===== src/rtl/compact_queue.sv =====
// Circular queue behind the lane-compaction network: takes up to NUM_INPUT
// compacted entries per cycle and presents the oldest NUM_OUTPUT in order.
module compact_queue #(
  parameter int NUM_INPUT  = 8,
  parameter int INPUT_SIZE = 4,
  parameter int NUM_OUTPUT = 4,
  parameter int DEPTH      = 16
) (
  input  logic                                 clk,
  input  logic                                 rst,
  input  logic                                 flush,
  input  logic [NUM_INPUT-1:0]                 in_vld,
  input  logic [NUM_INPUT*INPUT_SIZE-1:0]      in_data,
  output logic                                 in_rdy,
  output logic [NUM_OUTPUT-1:0]                out_vld,
  output logic [NUM_OUTPUT*INPUT_SIZE-1:0]     out_data,
  input  logic [$clog2(NUM_OUTPUT+1)-1:0]      out_deq_cnt,
  output logic [$clog2(DEPTH+1)-1:0]           count
);

  localparam int PW = $clog2(DEPTH);
  localparam int CW = $clog2(DEPTH+1);

  logic [PW-1:0]         head_q, head_d;
  logic [PW-1:0]         tail_q, tail_d;
  logic [CW-1:0]         count_q, count_d;
  logic [CW-1:0]         enqCnt;
  logic [CW-1:0]         deqEff;
  logic [CW-1:0]         deqCap;
  logic                  enqFire;
  logic [INPUT_SIZE-1:0] mem_q [DEPTH];

  // Ready only looks at registered occupancy, so a same-cycle dequeue earns no credit.
  assign in_rdy  = (CW'(DEPTH) - count_q) >= CW'(NUM_INPUT);
  assign count   = count_q;
  assign enqFire = in_rdy && !rst && !flush;
  assign deqCap  = (count_q < CW'(NUM_OUTPUT)) ? count_q : CW'(NUM_OUTPUT);

  always_comb begin
    enqCnt = '0;
    for (int i = 0; i < NUM_INPUT; i++) begin
      enqCnt = enqCnt + CW'(in_vld[i]);
    end
    deqEff = CW'(out_deq_cnt);
    if (deqEff > deqCap) deqEff = deqCap;

    head_d  = head_q;
    tail_d  = tail_q;
    count_d = count_q;
    if (rst || flush) begin
      head_d  = '0;
      tail_d  = '0;
      count_d = '0;
    end else begin
      head_d  = head_q + PW'(deqEff);
      count_d = count_q - deqEff;
      if (enqFire) begin
        tail_d  = tail_q + PW'(enqCnt);
        count_d = count_d + enqCnt;
      end
    end
  end

  always_ff @(posedge clk) begin
    head_q  <= head_d;
    tail_q  <= tail_d;
    count_q <= count_d;
  end

  // Storage carries no reset; occupancy alone decides what is visible.
  always_ff @(posedge clk) begin
    if (enqFire) begin
      for (int i = 0; i < NUM_INPUT; i++) begin
        if (in_vld[i]) begin
          mem_q[tail_q + PW'(i)] <= in_data[i*INPUT_SIZE +: INPUT_SIZE];
        end
      end
    end
  end

  always_comb begin
    out_vld  = '0;
    out_data = '0;
    for (int k = 0; k < NUM_OUTPUT; k++) begin
      if (CW'(k) < count_q) begin
        out_vld[k] = 1'b1;
        out_data[k*INPUT_SIZE +: INPUT_SIZE] = mem_q[head_q + PW'(k)];
      end
    end
  end

  always_ff @(posedge clk) begin
    if (!rst) begin
      assert ((in_vld & (in_vld + NUM_INPUT'(1))) == '0)
        else $error("compact_queue: non-contiguous in_vld %b", in_vld);
      assert (CW'(out_deq_cnt) <= deqCap)
        else $error("compact_queue: out_deq_cnt %0d exceeds valid lanes %0d", out_deq_cnt, deqCap);
    end
  end

endmodule


===== config.mk =====
export PLATFORM = sky130hd
export DESIGN_NAME = compact_queue
export DESIGN_NICKNAME = d
export VERILOG_FILES = /design/src/rtl/compact_queue.sv
export SDC_FILE = /design/constraint.sdc
export NUM_CORES = 1
export LEC_CHECK = 0
export ABC_AREA = 1
export ABC_CLOCK_PERIOD_IN_PS = 4180
export CAP_MARGIN = 20
export CORE_MARGIN = 2
export CORE_UTILIZATION = 55
export DETAILED_ROUTE_END_ITERATION = 12
export PLACE_DENSITY = 0.78
export SYNTH_ARGS = -nofsm -noshare
export SYNTH_HDL_FRONTEND = slang
export SYNTH_SLANG_ARGS = --single-unit

===== constraint.sdc =====
create_clock -name clk -period 4.18 [get_ports clk]
set_clock_uncertainty 0.15 [all_clocks]
set_input_delay 0.836 -clock clk [delete_from_list [all_inputs] [get_ports clk]]
set_output_delay 0.836 -clock clk [all_outputs]
set_load 0.02 [all_outputs]

# Yosys cells after proc, flatten, opt, wreduce, memory -nomap -nowiden
# Memory sizes are Yosys's and may differ from the RTL's. A register that Yosys moved wholly into a read port is not among the register bits.
# Index checks and enable logic that the tools add are counted.
word_totals:
  register_bits: 13
  memories: 1
  ramBits: 64
  wordCells: 74
  output_inout_bits: 26
  in_bits: 46
op_classes:
  n_reduce_logical: 5
  n_mux: 36
  magnitude_cmp: 7
  add_sub_neg: 22
memory_table:
  columns: ["name", "depth", "width", "read_ports", "rd_clocked_by_memory_dff", "write_ports", "line", "rtl"]
  rows:
  - ["mem_q", 16, 4, 4, 1, 8, "31", "logic [INPUT_SIZE-1:0] mem_q [DEPTH];"]
op_table:
  columns: ["operator", "n"]
  rows:
  - ["1-bit 2-to-1 mux", 28]
  - ["4-bit 2-to-1 mux", 5]
  - ["4-bit by 2-bit adder with 4-bit output (second input constant)", 4]
  - ["4-bit by 3-bit adder with 4-bit output (second input constant)", 4]
  - ["5-bit by 1-bit adder with 5-bit output", 3]
  - ["5-bit 2-to-1 mux", 3]
  - ["1-bit by 5-bit < comparator with 1-bit output (first input constant)", 2]
  - ["2-bit by 5-bit < comparator with 1-bit output (first input constant)", 2]
  - ["4-bit by 1-bit adder with 4-bit output (second input constant)", 2]
  - ["4-bit adder", 2]
  - ["4-bit by 1-bit adder with 5-bit output", 1]
  - ["5-bit adder", 1]
  - ["5-bit by 4-bit greater-or-equal comparator with 1-bit output (second input constant)", 1]
  - ["3-bit by 5-bit > comparator with 1-bit output", 1]
  - ["5-bit by 3-bit < comparator with 1-bit output (second input constant)", 1]
  - ["5-bit subtractor", 1]
  - ["5-bit subtractor (first input constant)", 1]
  - ["3-bit by 1-bit adder with 4-bit output", 1]
  - ["2-bit by 1-bit adder with 3-bit output", 1]
  - ["1-bit by 1-bit adder with 2-bit output", 1]
  - ["1-bit logical AND", 2]
  - ["1-bit logical NOT", 2]
  - ["1-bit logical OR", 1]

# Logic depth before layout (Yosys ltp)
depth:
  word_depth: 9
  depth_mapped: 22
  ltp_nobuf: 22

# Worst setup path after synthesis
# OpenSTA, ideal clock, no wires.
synth_path:
  path_kind: "in2reg"
  from: "input in_vld[0]"
  to: "register count_q[4], in the netlist count[4]"
  setup_time_ns: 0.123
  arrival_time_ns: 4.051
  cell_stages: 13
  path_buffers: 0
  path_slack_ns: -0.144
  t_required_ns: 3.907
  cell_sequence: "fa_1 > inv_1 > fa_1 > fa_1 > inv_1 > ha_1 > fa_1 > inv_1 > fa_1 > o21ai_0 > nand2_1 > o21ai_0 > a21oi_1"
synth_between:
  elab_chain_len: 9
synth_lines:
  columns: ["item", "line", "rtl"]
  rows:
  - ["from (decl)", "12", "input logic [NUM_INPUT-1:0] in_vld,"]
  - ["1-bit by 1-bit adder with 2-bit output", "42", "enqCnt = enqCnt + CW'(in_vld[i]);"]
  - ["2-bit by 1-bit adder with 3-bit output", "42", null]
  - ["3-bit by 1-bit adder with 4-bit output", "42", null]
  - ["4-bit by 1-bit adder with 5-bit output", "42", null]
  - ["5-bit by 1-bit adder with 5-bit output (3 in a row)", "42", null]
  - ["5-bit adder", "59", "count_d = count_d + enqCnt;"]
  - ["5-bit 2-to-1 mux", "57", "if (enqFire) begin"]
  - ["to (signal assigned)", "67", "count_q <= count_d;"]
  - ["to (decl)", "26", "logic [CW-1:0] count_q, count_d;"]
# No other way between the ends.
# A chain may end at the register's enable or synchronous reset.

# Final worst setup path
layout_path:
  from: "input in_vld[1]"
  to: "register tail_q[3]"
layout_between:
  elab_chain_len: 8
layout_lines:
  columns: ["item", "line", "rtl"]
  rows:
  - ["1-bit by 1-bit adder with 2-bit output", "42", null]
  - ["2-bit by 1-bit adder with 3-bit output", "42", null]
  - ["3-bit by 1-bit adder with 4-bit output", "42", null]
  - ["4-bit by 1-bit adder with 5-bit output", "42", null]
  - ["5-bit by 1-bit adder with 5-bit output (3 in a row)", "42", null]
  - ["4-bit adder", "58", "tail_d = tail_q + PW'(enqCnt);"]
  - ["to (signal assigned)", "66", "tail_q <= tail_d;"]
  - ["to (decl)", "25", "logic [PW-1:0] tail_q, tail_d;"]
# No other way between the ends.

==> metrics.txt <==
# TYPE chip_impl_metric gauge
chip_impl_metric{name="cap_viol_max_count",unit=""} 0
chip_impl_info{name="rsz0062_at_grt",value="true"} 1
chip_impl_metric{name="remaining_drc_errors",unit=""} 0
chip_impl_info{name="yosysTopAreaCell",value="nand2_1"} 1
chip_impl_metric{name="synth_fp_nets",unit=""} 2059
chip_impl_metric{name="post_synth_inst_count",unit=""} 1976
chip_impl_metric{name="grt_max_degree",unit=""} 67
chip_impl_metric{name="design.final.nets",unit=""} 2127
chip_impl_metric{name="clkLatencyLatePin",unit="ns"} 0.34
chip_impl_metric{name="final_hold_viol_count",unit=""} 0
chip_impl_metric{name="std_cell_rows",unit=""} 52
chip_impl_metric{name="max_slew.worst_pin.slew",unit="ns"} 0.7955
chip_impl_metric{name="overall_die_height",unit="um"} 148.3
chip_impl_metric{name="antenna_violating_nets_post_route",unit=""} 0
chip_impl_metric{name="routed_via_density",unit=""} 6.418
chip_impl_metric{name="clockBufferDepth",unit=""} 2
chip_impl_metric{name="grt_pass1_wl",unit="mm"} 76.33
chip_impl_metric{name="timing.final.crit_share",unit="%"} 99.98
chip_impl_info{name="startpoint_type",value="input pin"} 1
chip_impl_metric{name="powerDensity",unit="nW/um2"} 469.7
chip_impl_metric{name="clock_sinks",unit=""} 77
chip_impl_metric{name="io_buffers",unit=""} 71
chip_impl_info{name="postSynth.topFlopCell",value="edfxtp_1"} 1
chip_impl_metric{name="post-place-ws",unit="ns"} -0.7645
chip_impl_metric{name="clk_pin_slew",unit="ns"} 0.06
chip_impl_metric{name="finalWeightedCongestion",unit=""} 1.134
chip_impl_metric{name="fin_util",unit="%"} 63.92
chip_impl_metric{name="asyncSetResetFlopFracSynth",unit="%"} 0
chip_impl_metric{name="stdcell_count",unit=""} 2319
chip_impl_metric{name="slew_violations",unit=""} 0
chip_impl_info{name="mostFrequentLayoutCell",value="nand2_1"} 1
chip_impl_metric{name="drt-pass1-iter-count",unit=""} 8
chip_impl_metric{name="avg_synthesized_cell_area",unit="um2"} 5.792
chip_impl_metric{name="detailed_place_hpwl",unit="mm"} 39.11
chip_impl_metric{name="synth_area",unit="um2"} 11450
chip_impl_metric{name="worst-endpoint-required",unit="ns"} 4.22
chip_impl_info{name="cts.root.buffer_cell",value="clkbuf_16"} 1
chip_impl_metric{name="starting_density_of_the_core",unit="%"} 56.39
chip_impl_metric{name="share_clk_of_total_power",unit="%"} 12.1
chip_impl_metric{name="power.ir.vdd_worst",unit="mV"} 0.2996
chip_impl_metric{name="arrival_time_reported_for_the_critical_path_endpoint",unit="ns"} 4.22
chip_impl_metric{name="die_area",unit="um2"} 21980
chip_impl_metric{name="num_vias",unit=""} 14880
chip_impl_metric{name="globalRouteTotalUtil",unit="%"} 45.42
chip_impl_metric{name="cts_buffers",unit=""} 9
chip_impl_info{name="synthTopCellsByArea",value="nand2_1 (24%), edfxtp_1 (17%), a21oi_1 (12%)"} 1
chip_impl_metric{name="ys_warn_count",unit=""} 0
chip_impl_metric{name="routed_wl",unit="mm"} 50.92
chip_impl_info{name="status",value="complete, no violations"} 1
chip_impl_metric{name="avgRoutedWirePerCell",unit="um"} 21.96
chip_impl_metric{name="placeableCoreArea",unit="um2"} 20300
chip_impl_metric{name="synth_sequential_area_ratio",unit="%"} 19.06
chip_impl_metric{name="drt_first_iter_violations",unit=""} 2149
chip_impl_metric{name="fin_crit",unit="ns"} 4.179
chip_impl_metric{name="power_frac_seq",unit="%"} 17.3
chip_impl_info{name="timing_worst_setup_path_type",value="input pin to register"} 1
chip_impl_metric{name="clock.fmax",unit="GHz"} 0.2393
chip_impl_metric{name="detailed_place.area",unit="um2"} 12630
chip_impl_metric{name="setup_violations",unit=""} 0
chip_impl_info{name="endpoint_kind",value="register"} 1
chip_impl_metric{name="synth_seq_cells",unit=""} 77
chip_impl_metric{name="grt.overflow.total",unit=""} 0
chip_impl_metric{name="die_width",unit="um"} 148.3
chip_impl_metric{name="cp_max_fo",unit=""} 3
chip_impl_metric{name="power.static_leakage",unit="nW"} 5.905
chip_impl_metric{name="clock_tree.htree_level_count",unit=""} 3
chip_impl_metric{name="maxSlewHeadroom",unit="%"} 46.48
chip_impl_metric{name="share_comb_of_total_power",unit="%"} 70.6
chip_impl_metric{name="stdcell_area",unit="um2"} 12980
chip_impl_metric{name="num_antenna_cells",unit=""} 0
chip_impl_metric{name="syn2layout_area_growth",unit="%"} 13.37
chip_impl_metric{name="number_of_enable_type_register_cells_in_the_synthesized_netlist",unit=""} 64
chip_impl_metric{name="switching_power",unit="mW"} 3.195
chip_impl_metric{name="power.switching_fraction",unit="%"} 52.41
chip_impl_metric{name="post-route-worst-setup-slack",unit="ns"} 0.0006590
chip_impl_info{name="cts_tree",value="done"} 1
chip_impl_metric{name="netlist-cell-type-count",unit=""} 48
chip_impl_info{name="worst_hold_path_type",value="register to register"} 1
chip_impl_metric{name="num_io_pins",unit=""} 72
chip_impl_metric{name="antenna_violations_before_repair",unit=""} 0
chip_impl_metric{name="cts.hold.buffers_added",unit=""} 0
chip_impl_metric{name="grt_pass1_vias",unit=""} 13060
chip_impl_metric{name="p_int",unit="mW"} 2.901
chip_impl_metric{name="numPlacedInstances",unit=""} 2299
chip_impl_info{name="layout.cells.most_common_list",value="nand2_1 (740), a21oi_1 (279), inv_1 (148)"} 1
chip_impl_metric{name="nFillCells",unit=""} 2008
chip_impl_metric{name="drive_above_1_share",unit="%"} 9.566
chip_impl_metric{name="synth_largest_type_area_fraction",unit="%"} 24.27
[cell usage after synthesis (7+ instances only)]
cell type  count
o211ai_1      38
a221oi_1       8
fa_1           8
xor2_1         7
nor3_2        18
inv_2         28
a21oi_1      281
ha_1          29
o21ai_0       88
inv_1        149
nor3_1        19
nand3_1      103
edfxtp_1      64
nor2_2        39
a211oi_1      11
nor2_1       115
clkbuf_1      52
buf_2          9
mux2i_1       28
a31oi_1       12
nor4_1        17
o22ai_1       10
nand2_1      740
o21ai_1       13
nand4_1       13
dfxtp_1       13
[cell families after synthesis]
kind of cell | share of synthesized area [%]
flops | 19.06
xor+xnor | 0.9182
mux | 2.449
simple gates | 41.40
buf+inv | 8.690
compound gates | 22.88
other cells | 0.03276
fa+ha+maj | 4.569
[what timing repair did]
item | in CTS | in global routing
setup buffers | 1 | 3
endpoints found under the setup margin | 7 | 11
resized for setup | 17 | 8
pin swaps | 9 | 9
hold endpoints to repair | 0 | 0
[cell type report]
type | count | area [um2] | area share (%)
clock buffer | 15 | 279.0 | 2.150
clock inverter | 1 | 5.005 | 0.03857
inverter | 181 | 683.2 | 5.265
multi-input combinational | 1645 | 8317 | 64.09
sequential | 77 | 2185 | 16.84
tap | 270 | 337.8 | 2.603
timing repair buffer | 130 | 1170 | 9.016
[per-layer routing]
metal	part of all wire, %	up-vias	GRT usage (%)
met4	7.3	0	26.19
met1	36	6595	57.65
li1	-	6771	-
met2	44	1236	72.94
met5	0	-	0
met3	13	281	7.975
[final timing paths]
kind / startpoint / slack, ns / endpoint / depth (start not counted)
setup / recovery: in_vld[1] / 0.0007 / tail_q[3] / 15
hold / removal: count[4] / 0.50 / count[4] / 2
setup reg to reg: count[4] / 0.18 / count[3] / 17
hold reg to reg: count[4] / 0.50 / count[4] / 2
[flip-flops by register name (all words and copies together) (netlist names)]
signal / flops
mem_q: 64
count: 5
head_q: 4
tail_q: 4
[power groups by stage]
stage                     clock network (mW)  registers [mW]  logic [mW]
final                                  0.737            1.06        4.30
after CTS                              0.743            1.05        4.09
after detailed placement                   0            1.06        4.03
after global routing                   0.772            1.07        4.61
after global placement                     0            1.06        3.91
after floorplan                            0            1.04        2.64
[worst max-delay path: stages]
cell     delay (ns)
buf_6          0.10
fa_1           0.53
inv_1          0.05
fa_1           0.45
fa_1           0.49
inv_1          0.04
ha_2           0.17
fa_2           0.60
ha_4           0.21
a21o_1         0.17
a21oi_2        0.16
xor2_1         0.17
nor2_1         0.07
o21ai_1        0.12
a21oi_1        0.06
[metrics by stage]
step | TNS (ns) | hold WS, ns | total power, mW
floorplan | -0.1438 | 0.4672 | 3.675
global placement | -3.522 | 0.4716 | 4.974
detailed placement | -4.158 | 0.4762 | 5.097
CTS | -0.09525 | 0.4941 | 5.888
global route | -0.2688 | 0.5285 | 6.451
finish | 0 | 0.4963 | 6.095
Power figures use the tool's default switching activity.
